<file path="src/rtl/fu_pkg.sv">
// Shared encodings for the pipelined functional unit: unit selects,
// ALU sub-opcodes, flag bit positions and opcode legality.
package fu_pkg;

    typedef enum logic [1:0] {
        FU_ALU   = 2'd0,
        FU_SHIFT = 2'd1,
        FU_MADD  = 2'd2,
        FU_BAD   = 2'd3
    } fu_unit_e;

    typedef enum logic [3:0] {
        OP_ADD  = 4'd0,
        OP_SUB  = 4'd1,
        OP_AND  = 4'd2,
        OP_OR   = 4'd3,
        OP_XOR  = 4'd4,
        OP_NOT  = 4'd5,
        OP_PASS = 4'd6,
        OP_SLT  = 4'd7
    } fu_op_e;

    localparam int FLAG_N = 3;
    localparam int FLAG_Z = 2;
    localparam int FLAG_C = 1;
    localparam int FLAG_V = 0;

    function automatic logic alu_op_legal(input logic [3:0] op);
        return (op <= 4'(OP_SLT));
    endfunction

endpackage

</file>
<file path="src/rtl/fu_madd_pipe.sv">
// Unsigned multiply-add, (a*b + c) mod 2^WIDTH, spread over MADD_STAGES
// registers that advance only while en_i is high.
module fu_madd_pipe #(
    parameter int WIDTH       = 32,
    parameter int MADD_STAGES = 2
) (
    input  logic             clk_i,
    input  logic             en_i,
    input  logic [WIDTH-1:0] a_i,
    input  logic [WIDTH-1:0] b_i,
    input  logic [WIDTH-1:0] c_i,
    output logic [WIDTH-1:0] z_o
);

    logic [WIDTH-1:0] prod_d;
    logic [WIDTH-1:0] prod_p1_q;
    logic [WIDTH-1:0] addend_p1_q;

    assign prod_d = a_i * b_i;

    // stage 1: truncated product with its addend
    always_ff @(posedge clk_i) begin
        if (en_i) begin
            prod_p1_q   <= prod_d;
            addend_p1_q <= c_i;
        end
    end

    if (MADD_STAGES == 1) begin : g_single
        assign z_o = prod_p1_q + addend_p1_q;
    end else begin : g_multi
        logic [WIDTH-1:0] sum_q [MADD_STAGES-1];

        // stage 2: accumulate; later stages only delay the sum
        always_ff @(posedge clk_i) begin
            if (en_i) begin
                sum_q[0] <= prod_p1_q + addend_p1_q;
                for (int s = 1; s < MADD_STAGES - 1; s++) begin
                    sum_q[s] <= sum_q[s-1];
                end
            end
        end

        assign z_o = sum_q[MADD_STAGES-2];
    end

endmodule

</file>
<file path="src/rtl/functional_unit_pipe.sv">
// ALU, barrel shifter and multiply-add behind one valid/ready issue port;
// every operation takes MADD_STAGES+1 cycles so results retire in order.
module functional_unit_pipe
    import fu_pkg::*;
#(
    parameter int WIDTH       = 32,
    parameter int MADD_STAGES = 2
) (
    input  logic             CLOCK,
    input  logic             RESET,
    input  logic             IN_VALID,
    output logic             IN_READY,
    input  logic [1:0]       UNIT,
    input  logic [3:0]       OP,
    input  logic [WIDTH-1:0] A,
    input  logic [WIDTH-1:0] B,
    input  logic [WIDTH-1:0] C,
    input  logic             CI,
    output logic             OUT_VALID,
    input  logic             OUT_READY,
    output logic [WIDTH-1:0] Z,
    output logic [3:0]       FLAGS,
    output logic             OUT_ERR
);

    localparam int SHAMT_W = $clog2(WIDTH);
    localparam int LAST    = MADD_STAGES - 1;

    function automatic logic [3:0] make_flags(input logic [WIDTH-1:0] z,
                                              input logic c, input logic v,
                                              input logic err);
        logic [3:0] f;
        f = '0;
        if (!err) begin
            f[FLAG_N] = z[WIDTH-1];
            f[FLAG_Z] = (z == '0);
            f[FLAG_C] = c;
            f[FLAG_V] = v;
        end
        return f;
    endfunction

    logic en;
    logic out_valid_q;

    assign en       = !out_valid_q || OUT_READY;
    assign IN_READY = en;

    // Arithmetic helpers for stage 1
    logic        [WIDTH:0]   add_w;
    logic        [WIDTH:0]   sub_w;
    logic signed [WIDTH-1:0] a_s;
    logic signed [WIDTH-1:0] b_s;
    logic signed [WIDTH-1:0] sra_w;
    logic        [SHAMT_W-1:0] shamt;
    logic                    sh_left;
    logic                    sh_logical;

    assign add_w      = {1'b0, A} + {1'b0, B} + {{WIDTH{1'b0}}, CI};
    assign sub_w      = {1'b0, A} + {1'b0, ~B} + {{WIDTH{1'b0}}, 1'b1};
    assign a_s        = A;
    assign b_s        = B;
    assign shamt      = B[SHAMT_W-1:0];
    assign sh_left    = B[SHAMT_W];
    assign sh_logical = B[SHAMT_W+1];
    assign sra_w      = a_s >>> shamt;

    logic [WIDTH-1:0] side_z_d;
    logic             side_c_d;
    logic             side_v_d;
    logic             err_d;
    logic             is_madd_d;

    always_comb begin
        side_z_d  = '0;
        side_c_d  = 1'b0;
        side_v_d  = 1'b0;
        err_d     = 1'b0;
        is_madd_d = 1'b0;
        case (fu_unit_e'(UNIT))
            FU_ALU: begin
                if (!alu_op_legal(OP)) begin
                    err_d = 1'b1;
                end else begin
                    case (fu_op_e'(OP))
                        OP_ADD: begin
                            side_z_d = add_w[WIDTH-1:0];
                            side_c_d = add_w[WIDTH];
                            side_v_d = (A[WIDTH-1] == B[WIDTH-1]) && (add_w[WIDTH-1] != A[WIDTH-1]);
                        end
                        OP_SUB: begin
                            side_z_d = sub_w[WIDTH-1:0];
                            side_c_d = sub_w[WIDTH];
                            side_v_d = (A[WIDTH-1] != B[WIDTH-1]) && (sub_w[WIDTH-1] != A[WIDTH-1]);
                        end
                        OP_AND:  side_z_d = A & B;
                        OP_OR:   side_z_d = A | B;
                        OP_XOR:  side_z_d = A ^ B;
                        OP_NOT:  side_z_d = ~A;
                        OP_PASS: side_z_d = A;
                        OP_SLT:  side_z_d[0] = (a_s < b_s);
                        default: err_d = 1'b1;
                    endcase
                end
            end
            FU_SHIFT: begin
                if (sh_left) begin
                    side_z_d = A << shamt;
                end else if (sh_logical) begin
                    side_z_d = A >> shamt;
                end else begin
                    side_z_d = sra_w;
                end
            end
            FU_MADD: is_madd_d = 1'b1;
            default: err_d = 1'b1;
        endcase
    end

    logic [WIDTH-1:0] madd_z;

    fu_madd_pipe #(
        .WIDTH       (WIDTH),
        .MADD_STAGES (MADD_STAGES)
    ) u_madd (
        .clk_i (CLOCK),
        .en_i  (en),
        .a_i   (A),
        .b_i   (B),
        .c_i   (C),
        .z_o   (madd_z)
    );

    logic             vld_q     [MADD_STAGES];
    logic [WIDTH-1:0] side_z_q  [MADD_STAGES];
    logic             side_c_q  [MADD_STAGES];
    logic             side_v_q  [MADD_STAGES];
    logic             err_q     [MADD_STAGES];
    logic             is_madd_q [MADD_STAGES];

    // stages 1..MADD_STAGES: ALU/shifter results ride alongside the MADD pipe
    always_ff @(posedge CLOCK) begin
        if (en) begin
            side_z_q[0]  <= side_z_d;
            side_c_q[0]  <= side_c_d;
            side_v_q[0]  <= side_v_d;
            err_q[0]     <= err_d;
            is_madd_q[0] <= is_madd_d;
            for (int s = 1; s < MADD_STAGES; s++) begin
                side_z_q[s]  <= side_z_q[s-1];
                side_c_q[s]  <= side_c_q[s-1];
                side_v_q[s]  <= side_v_q[s-1];
                err_q[s]     <= err_q[s-1];
                is_madd_q[s] <= is_madd_q[s-1];
            end
        end
    end

    logic [WIDTH-1:0] res_z_d;
    logic [3:0]       res_flags_d;

    assign res_z_d     = is_madd_q[LAST] ? madd_z : side_z_q[LAST];
    assign res_flags_d = make_flags(res_z_d, side_c_q[LAST], side_v_q[LAST], err_q[LAST]);

    logic [WIDTH-1:0] z_q;
    logic [3:0]       flags_q;
    logic             out_err_q;

    // output register: data only changes when a real result lands
    always_ff @(posedge CLOCK or posedge RESET) begin
        if (RESET) begin
            for (int s = 0; s < MADD_STAGES; s++) begin
                vld_q[s] <= 1'b0;
            end
            out_valid_q <= 1'b0;
            z_q         <= '0;
            flags_q     <= '0;
            out_err_q   <= 1'b0;
        end else if (en) begin
            vld_q[0] <= IN_VALID;
            for (int s = 1; s < MADD_STAGES; s++) begin
                vld_q[s] <= vld_q[s-1];
            end
            out_valid_q <= vld_q[LAST];
            if (vld_q[LAST]) begin
                z_q       <= res_z_d;
                flags_q   <= res_flags_d;
                out_err_q <= err_q[LAST];
            end
        end
    end

    assign OUT_VALID = out_valid_q;
    assign Z         = z_q;
    assign FLAGS     = flags_q;
    assign OUT_ERR   = out_err_q;

endmodule

</file>
<file path="config.mk">
export PLATFORM = sky130hd
export DESIGN_NAME = functional_unit_pipe
export DESIGN_NICKNAME = d
export VERILOG_FILES = /design/src/rtl/fu_pkg.sv /design/src/rtl/fu_madd_pipe.sv /design/src/rtl/functional_unit_pipe.sv
export SDC_FILE = /design/constraint.sdc
export NUM_CORES = 2
export LEC_CHECK = 0
export CAP_MARGIN = 20
export CORE_MARGIN = 2
export CORE_UTILIZATION = 65
export DETAILED_ROUTE_END_ITERATION = 6
export MAX_ROUTING_LAYER = met4
export PLACE_DENSITY_LB_ADDON = 0.2
export SYNTH_ARGS = -nofsm -noshare
export SYNTH_HDL_FRONTEND = slang
export SYNTH_HIERARCHICAL = 1
export SYNTH_SLANG_ARGS = --single-unit
</file>
<file path="constraint.sdc">
create_clock -name CLOCK -period 12.3 [get_ports CLOCK]
set_input_delay 1.845 -clock CLOCK [delete_from_list [all_inputs] [get_ports CLOCK]]
set_output_delay 1.845 -clock CLOCK [all_outputs]
set_load 0.02 [all_outputs]
</file>
* After elaboration in Yosys (flattened, before gate mapping)
Memories as Yosys holds them, arrays and structs flattened. Index checks and enable logic that the tools add are counted.
Storage, ports and cells: bits in registers 104, RAM bits 104, output and inout bits 39, word-level logic and storage cells 73, memories kept 6
Operators by class: add/sub/neg operators 5, $mul 1, $lt $le $gt $ge 2, equal/unequal tests 13, shifts and indexed selects 3, mux-type cells 20, bitwise logic cells 5, reductions and logical operators 10
Memory list:
- side_z_q | depth 2, bits a word 32, rd ports 2, clocked after Yosys merged registers in 0, write ports 2, line functional_unit_pipe.sv:135 | logic [WIDTH-1:0] side_z_q [MADD_STAGES];
- u_madd.g_multi.sum_q | depth 1, bits a word 32, rd ports 1, clocked after Yosys merged registers in 0, write ports 1, line fu_madd_pipe.sv:32 | logic [WIDTH-1:0] sum_q [MADD_STAGES-1];
- err_q | depth 2, bits a word 1, rd ports 2, clocked after Yosys merged registers in 0, write ports 2, line functional_unit_pipe.sv:138 | logic err_q [MADD_STAGES];
- is_madd_q | depth 2, bits a word 1, rd ports 2, clocked after Yosys merged registers in 0, write ports 2, line functional_unit_pipe.sv:139 | logic is_madd_q [MADD_STAGES];
- side_c_q | depth 2, bits a word 1, rd ports 2, clocked after Yosys merged registers in 0, write ports 2, line functional_unit_pipe.sv:136 | logic side_c_q [MADD_STAGES];
- side_v_q | depth 2, bits a word 1, rd ports 2, clocked after Yosys merged registers in 0, write ports 2, line functional_unit_pipe.sv:137 | logic side_v_q [MADD_STAGES];
Operators with widths (number):
- one-hot mux 31 bit (7 select lines) | 1
- 2-to-1 mux 32 bit | 4
- adder 32 x 32 -> 33 bit | 2
- inverter 32 bit | 2
- one-hot mux 32 bit (2 select lines) | 1
- adder 33 x 1 -> 33 bit | 1
- adder 33 x 1 -> 33 bit (second input constant) | 1
- adder 32 bit | 1
- AND 32 bit | 1
- zero test 32 bit | 1
- less-than comparator 32 bit | 1
- multiplier 32 x 32 -> 32 bit | 1
- bitwise OR 32 bit | 1
- left shift 32 x 5 -> 32 bit | 1
- right shift 32 x 5 -> 32 bit | 1
- >>> shifter 32 x 5 -> 32 bit | 1
- XOR 32 bit | 1
- == test 4 x 3 -> 1 bit (second input constant) | 4
- 2-to-1 mux 1 bit | 9
- == test 4 x 2 -> 1 bit (second input constant) | 2
- one-hot mux 1 bit (8 select lines) | 1
- OR reduction 8 bit | 1
- one-hot mux 1 bit (2 select lines) | 3
- == test 4 x 1 -> 1 bit (second input constant) | 1
- 13 further kinds | 16

* Longest topological paths before layout
word-level depth 8, depth in mapped cells 28, mapped depth without buffers 26

* Modules after synthesis
The synthesis kept the hierarchy.
Modules (own cells, without submodules):
- fu_madd_pipe | times used 1, cells an instance 2092, area an instance 20206.9 um^2, seq. area each 2882.8 um^2
- functional_unit_pipe | times used 1, cells an instance 1669, area an instance 13807.0 um^2, seq. area each 3163.0 um^2

* Worst setup path after synthesis
Ideal clock, no wire load.
kind input to register, start input port B[13], end register u_madd.prod_p1_q[30] (data pin), arrival time 8239 ps, setup slack 3796 ps, cell stages on the path 23, cell sequence clkbuf_1 > clkbuf_1 > nand2_1 > fa_1 > inv_1 > fa_1 > inv_1 > fa_1 > inv_1 > fa_1 > inv_1 > fa_1 > fa_1 > fa_1 > fa_1 > inv_1 > ha_1 > a21o_1 > a21o_1 > nor3b_1 > a21oi_1 > and4b_1 > or3_1
Between the ends: word-level cells in the longest chain between the ends 1
Ends and longest elaborated chain:
- start: declaration | line functional_unit_pipe.sv:16 | input logic [WIDTH-1:0] B,
- multiplier 32 x 32 -> 32 bit | line fu_madd_pipe.sv:19 | assign prod_d = a_i * b_i;
- net u_madd.prod_d[30] | line fu_madd_pipe.sv:15 | logic [WIDTH-1:0] prod_d;
- end signal: assignment | line fu_madd_pipe.sv:24 | prod_p1_q <= prod_d;
- end: declaration | line fu_madd_pipe.sv:16 | logic [WIDTH-1:0] prod_p1_q;
The timed path passes the listed nets, and every way through them passes these cells. A chain may end at the register's enable or synchronous reset.

* Worst setup path in the final report
start input port A[19], end register u_madd.prod_p1_q[30] (data pin)
Between the ends: word-level cells in the longest chain between the ends 1
Ends and longest elaborated chain:
- start: declaration | line functional_unit_pipe.sv:15 | input logic [WIDTH-1:0] A,
- multiplier 32 x 32 -> 32 bit | line fu_madd_pipe.sv:19
- net u_madd.prod_d[30] | line fu_madd_pipe.sv:15
The timed path passes the listed nets, and every way through them passes these cells.

==> results_tabular.tex <==
\begin{tabular}{lr}
\hline
Metric & Value \\
\hline
\multicolumn{2}{l}{\textbf{Outcome}} \\
Result of the run & complete, but fails checks \\
Violations in the final reports & DRC \\
\multicolumn{2}{l}{\textbf{Global routing}} \\
Largest net degree at the start of global routing & between 90 and 100 \\
GRT Util Overall & 45.3\% \\
Number of antenna violations at the first check in global routing & 7 \\
Total global routing overflow & 0 \\
Vias in the first global route & just over 30,000 \\
Routing layer with the top usage in global route & met2 \\
M3 GR Usage & between 10 and 15\% \\
Wire length of the first global-routing pass & $\sim$180,000 um \\
Grt met2 use & around 70\% \\
Met1 Usage GRT & between 50\% and 60\% \\
\multicolumn{2}{l}{\textbf{Synth}} \\
Main synth FF type & edfxtp\_1 \\
Syn nets & 4,551 \\
Cell type contributing the most total cell area after synthesis & fa\_1 \\
Simple-gate portion of the synthesized area & 16.0\% \\
Top cells by area, synth & fa\_1, edfxtp\_1, ha\_1, inv\_1, and2\_1 \\
Count of different cell masters after synthesis & around 90 \\
Fraction of post-synthesis cell area in the top cell type by area & between 20\% and 30\% \\
Avg Inst Size Synth & 9.04 um2 \\
Share of the synthesized netlist area taken by xor and xnor gates & 3.60\% \\
Fraction of synthesis flops using an asynchronous set or reset pin & roughly a fifth \\
EDFF count, synth & roughly 170 \\
Main combinational cell family by area after synthesis & adder cells \\
Ys Warns & 6 \\
Seq cells post-synth & 208 \\
Post-Synthesis Cells & 3,761 \\
Post-synthesis mux area share & approximately 6.4\% \\
Syn Std Cell Area & approximately 34,000 um2 \\
Post-synthesis compound-gate area fraction & 13.2\% \\
Adder-cell share of the synthesized area & roughly a third \\
Seq/Total Area, Yosys & about 18\% \\
\multicolumn{2}{l}{\textbf{STA}} \\
Setup clock skew after layout & roughly 0.016 ns \\
Max Clk Rate & around 110 MHz \\
Final Hold Vio Count & 0 \\
Worst-Margin Slew & 1.34 ns \\
Number of setup violations in the final report & 0 \\
Final worst path period share & between 70\% and 80\% \\
Total negative setup slack & 0 ns \\
Unrepaired setup endpoints after global routing & false \\
Slew Limit Fails & 0 \\
Worst slew margin relative to its limit & about a tenth \\
Clock period minus final worst setup slack & around 9.5 ns \\
\multicolumn{2}{l}{\textbf{Floorplan}} \\
Die Footprint & 54,200 um2 \\
Total number of placement rows & 83 \\
Top-level I/O count & about 150 \\
Core area & between 50,000 and 60,000 um2 \\
Die span in x & about 230 um \\
Vertical die dimension & approximately 230 um \\
Effective utilization at floorplan & roughly 66\% \\
\multicolumn{2}{l}{\textbf{Critical path}} \\
CP endpoint kind & register \\
Required time of the worst setup path & roughly 13 ns \\
Data arrival at the endpoint of the critical path & around 9.8 ns \\
Critical path peak fanout & 26 \\
Launching element type of the critical path & primary input \\
Critical path class & in2reg \\
\multicolumn{2}{l}{\textbf{Drt}} \\
Number of nets with antenna violations after routing & 0 \\
Initial DRT Pass Iterations & 7 \\
Average routed wire per standard cell & roughly 27 um \\
DRC viols & 1 \\
Total length of routed wires & between 100,000 and 150,000 um \\
Post-DR vias/cell & just under 7 \\
Vias & about 30,000 \\
Count of routing violations after the opening detailed-route iteration & around 3,800 \\
\multicolumn{2}{l}{\textbf{CTS}} \\
Count of hold buffers inserted by post-cts repair & 0 \\
Clock net sink count & between 200 and 250 \\
Cts bufs inserted & 17 \\
Number of H-tree levels & 1 \\
TritonCTS clock tree & done \\
Post-CTS setup-driven buffer insertion count & 0 \\
Clock tree root driver cell & clkbuf\_16 \\
Clock-pin slew of the registers on the worst-case setup and hold paths & roughly 0.07 ns \\
Clock insertion delay at the later pin of the skew report & around 0.5 ns \\
Largest buffer count on any clock path & 3 \\
Number of resized instances in the post-cts repair step & 0 \\
\multicolumn{2}{l}{\textbf{Worst hold path}} \\
Type of the worst min-delay path & reg2reg \\
\multicolumn{2}{l}{\textbf{Finish}} \\
Layout area overhead & 6.91\% \\
Fraction of layout instances using a drive strength above 1 & under 10\% \\
Final net count & roughly 4,500 \\
\multicolumn{2}{l}{\textbf{Placement}} \\
Global placer's final weighted congestion & about 1.0 \\
Hpwl dp & 87,200 um \\
Port buffer count & $\sim$150 \\
\multicolumn{2}{l}{\textbf{Flow run}} \\
MaxCap Viol Count & 0 \\
\hline
\end{tabular}
-- sequential cells by signal, indices dropped and copies added, names as in the netlist --
register and flops:
OUT_VALID 1, OUT_ERR 1, FLAGS 4, is_madd_q 2, err_q 2, side_c_q 2
u_madd/g_multi.sum_q 32, u_madd/prod_p1_q 32, Z 32, u_madd/addend_p1_q 32, side_z_q 64, vld_q 2
side_v_q 2
-- cells in the final DEF, fill, tap and decap left out, types with 34 or more instances in the layout --
cell,n
clkdlybuf4s50_1,137
a21oi_1,165
nand2_1,442
o21ai_0,175
edfxtp_1,168
o211ai_1,40
and2_1,270
inv_1,525
buf_4,68
nor3_1,40
xnor2_1,110
a21o_1,41
ha_1,271
nand3_1,34
mux4_2,62
mux2i_1,71
dfrtp_1,40
fa_1,412
nor2_1,210
-- worst max-delay path, cell delays in order --
cell	delay (ns)
clkdlybuf4s50_1	1.06
and2_1	0.50
fa_1	0.56
inv_1	0.07
fa_1	0.50
fa_1	0.52
fa_1	0.51
inv_1	0.06
fa_1	0.53
fa_1	0.44
fa_1	0.55
inv_1	0.05
fa_1	0.55
inv_1	0.05
ha_1	0.35
nand4_1	0.13
a31oi_1	0.06
a211oi_1	0.43
nor3b_1	0.25
a21oi_1	0.14
and4b_1	0.20
or3_1	0.38
-- metrics by stage --
stage | hold slack (ns) | cells | util (%) | instance area [um2] | setup slack (ns)
finish | 0.416 | 4446 | 70.6 | 36400 | 2.78
global route | 0.423 | 4446 | 70.6 | 36400 | 2.60
CTS | 0.417 | 4442 | 70.6 | 36400 | 2.94
detailed placement | 0.405 | 4412 | 69.5 | 35800 | 2.47
global placement | 0.405 | 4410 | 69.5 | 35800 | 2.66
floorplan | 0.400 | 3761 | - | 34000 | 3.80
-- path summary, 6_finish.rpt --
kind | startpoint | endpoint | slack, ns | depth (start not counted)
max reg2reg | u_madd/prod_p1_q[0] | u_madd/g_multi.sum_q[0][30] | 9.27 | 11
max | A[19] | u_madd/prod_p1_q[30] | 2.78 | 22
min in group asynchronous | RESET | OUT_ERR | 1.77 | 3
min | side_z_q[0][5] | side_z_q[0][37] | 0.42 | 0
max in group asynchronous | RESET | Z[23] | 10.16 | 3
min reg2reg | side_z_q[0][5] | side_z_q[0][37] | 0.42 | 0
-- metal layers --
layer | vias to the layer above | part of all wire (%)
met2 | 2405 | 45
met5 | - | 0
met3 | 583 | 12
met4 | 0 | 6.7
met1 | 14501 | 36
li1 | 12441 | -
-- Yosys cell counts, types with 11 or more instances --
cell	count
buf_2	23
edfxtp_1	168
o31ai_1	16
and2_1	269
o21a_1	20
nand2b_1	17
a211oi_1	22
nand3_1	36
or3_1	19
a21oi_1	165
nor2b_1	17
fa_1	412
dfrtp_1	40
buf_1	18
o21ai_1	12
o211ai_1	40
nor2_1	210
mux2i_1	71
nor4_1	22
a221oi_1	30
o221ai_1	12
nor3_1	41
ha_1	271
nand4_1	11
clkbuf_1	184
o21bai_1	19
mux4_2	62
xor2_1	30
nand2_1	443
o21ai_0	175
buf_4	12
and3_1	11
inv_1	525
a21o_1	41
xnor2_1	110
a31oi_1	23
-- layout make-up --
type,count,area [um2]
diodes,4,10.0
clock buffers,18,429
clock inverters,12,106
fillers,3751,15100
inverters,528,1980
multi-input cells,2784,25000
flip-flops and latches,208,6050
well taps,680,851
repair buffers,212,1930
-- kinds of logic (layout without fill, tap and decap cells) --
kind of cell | count (synthesis) | in the layout
AOI/OAI and AO/OA | 687 | 687
DFF | 208 | 208
adders and majority gates | 683 | 683
muxes | 139 | 139
xor gates and xnor gates | 140 | 140
buffers and inverters | 769 | 770
and+or+nand+nor | 1135 | 1135
other | 0 | 4
Power is not shown: default switching activity piles up to over one toggle a cycle in this logic, so the estimate is an artifact.
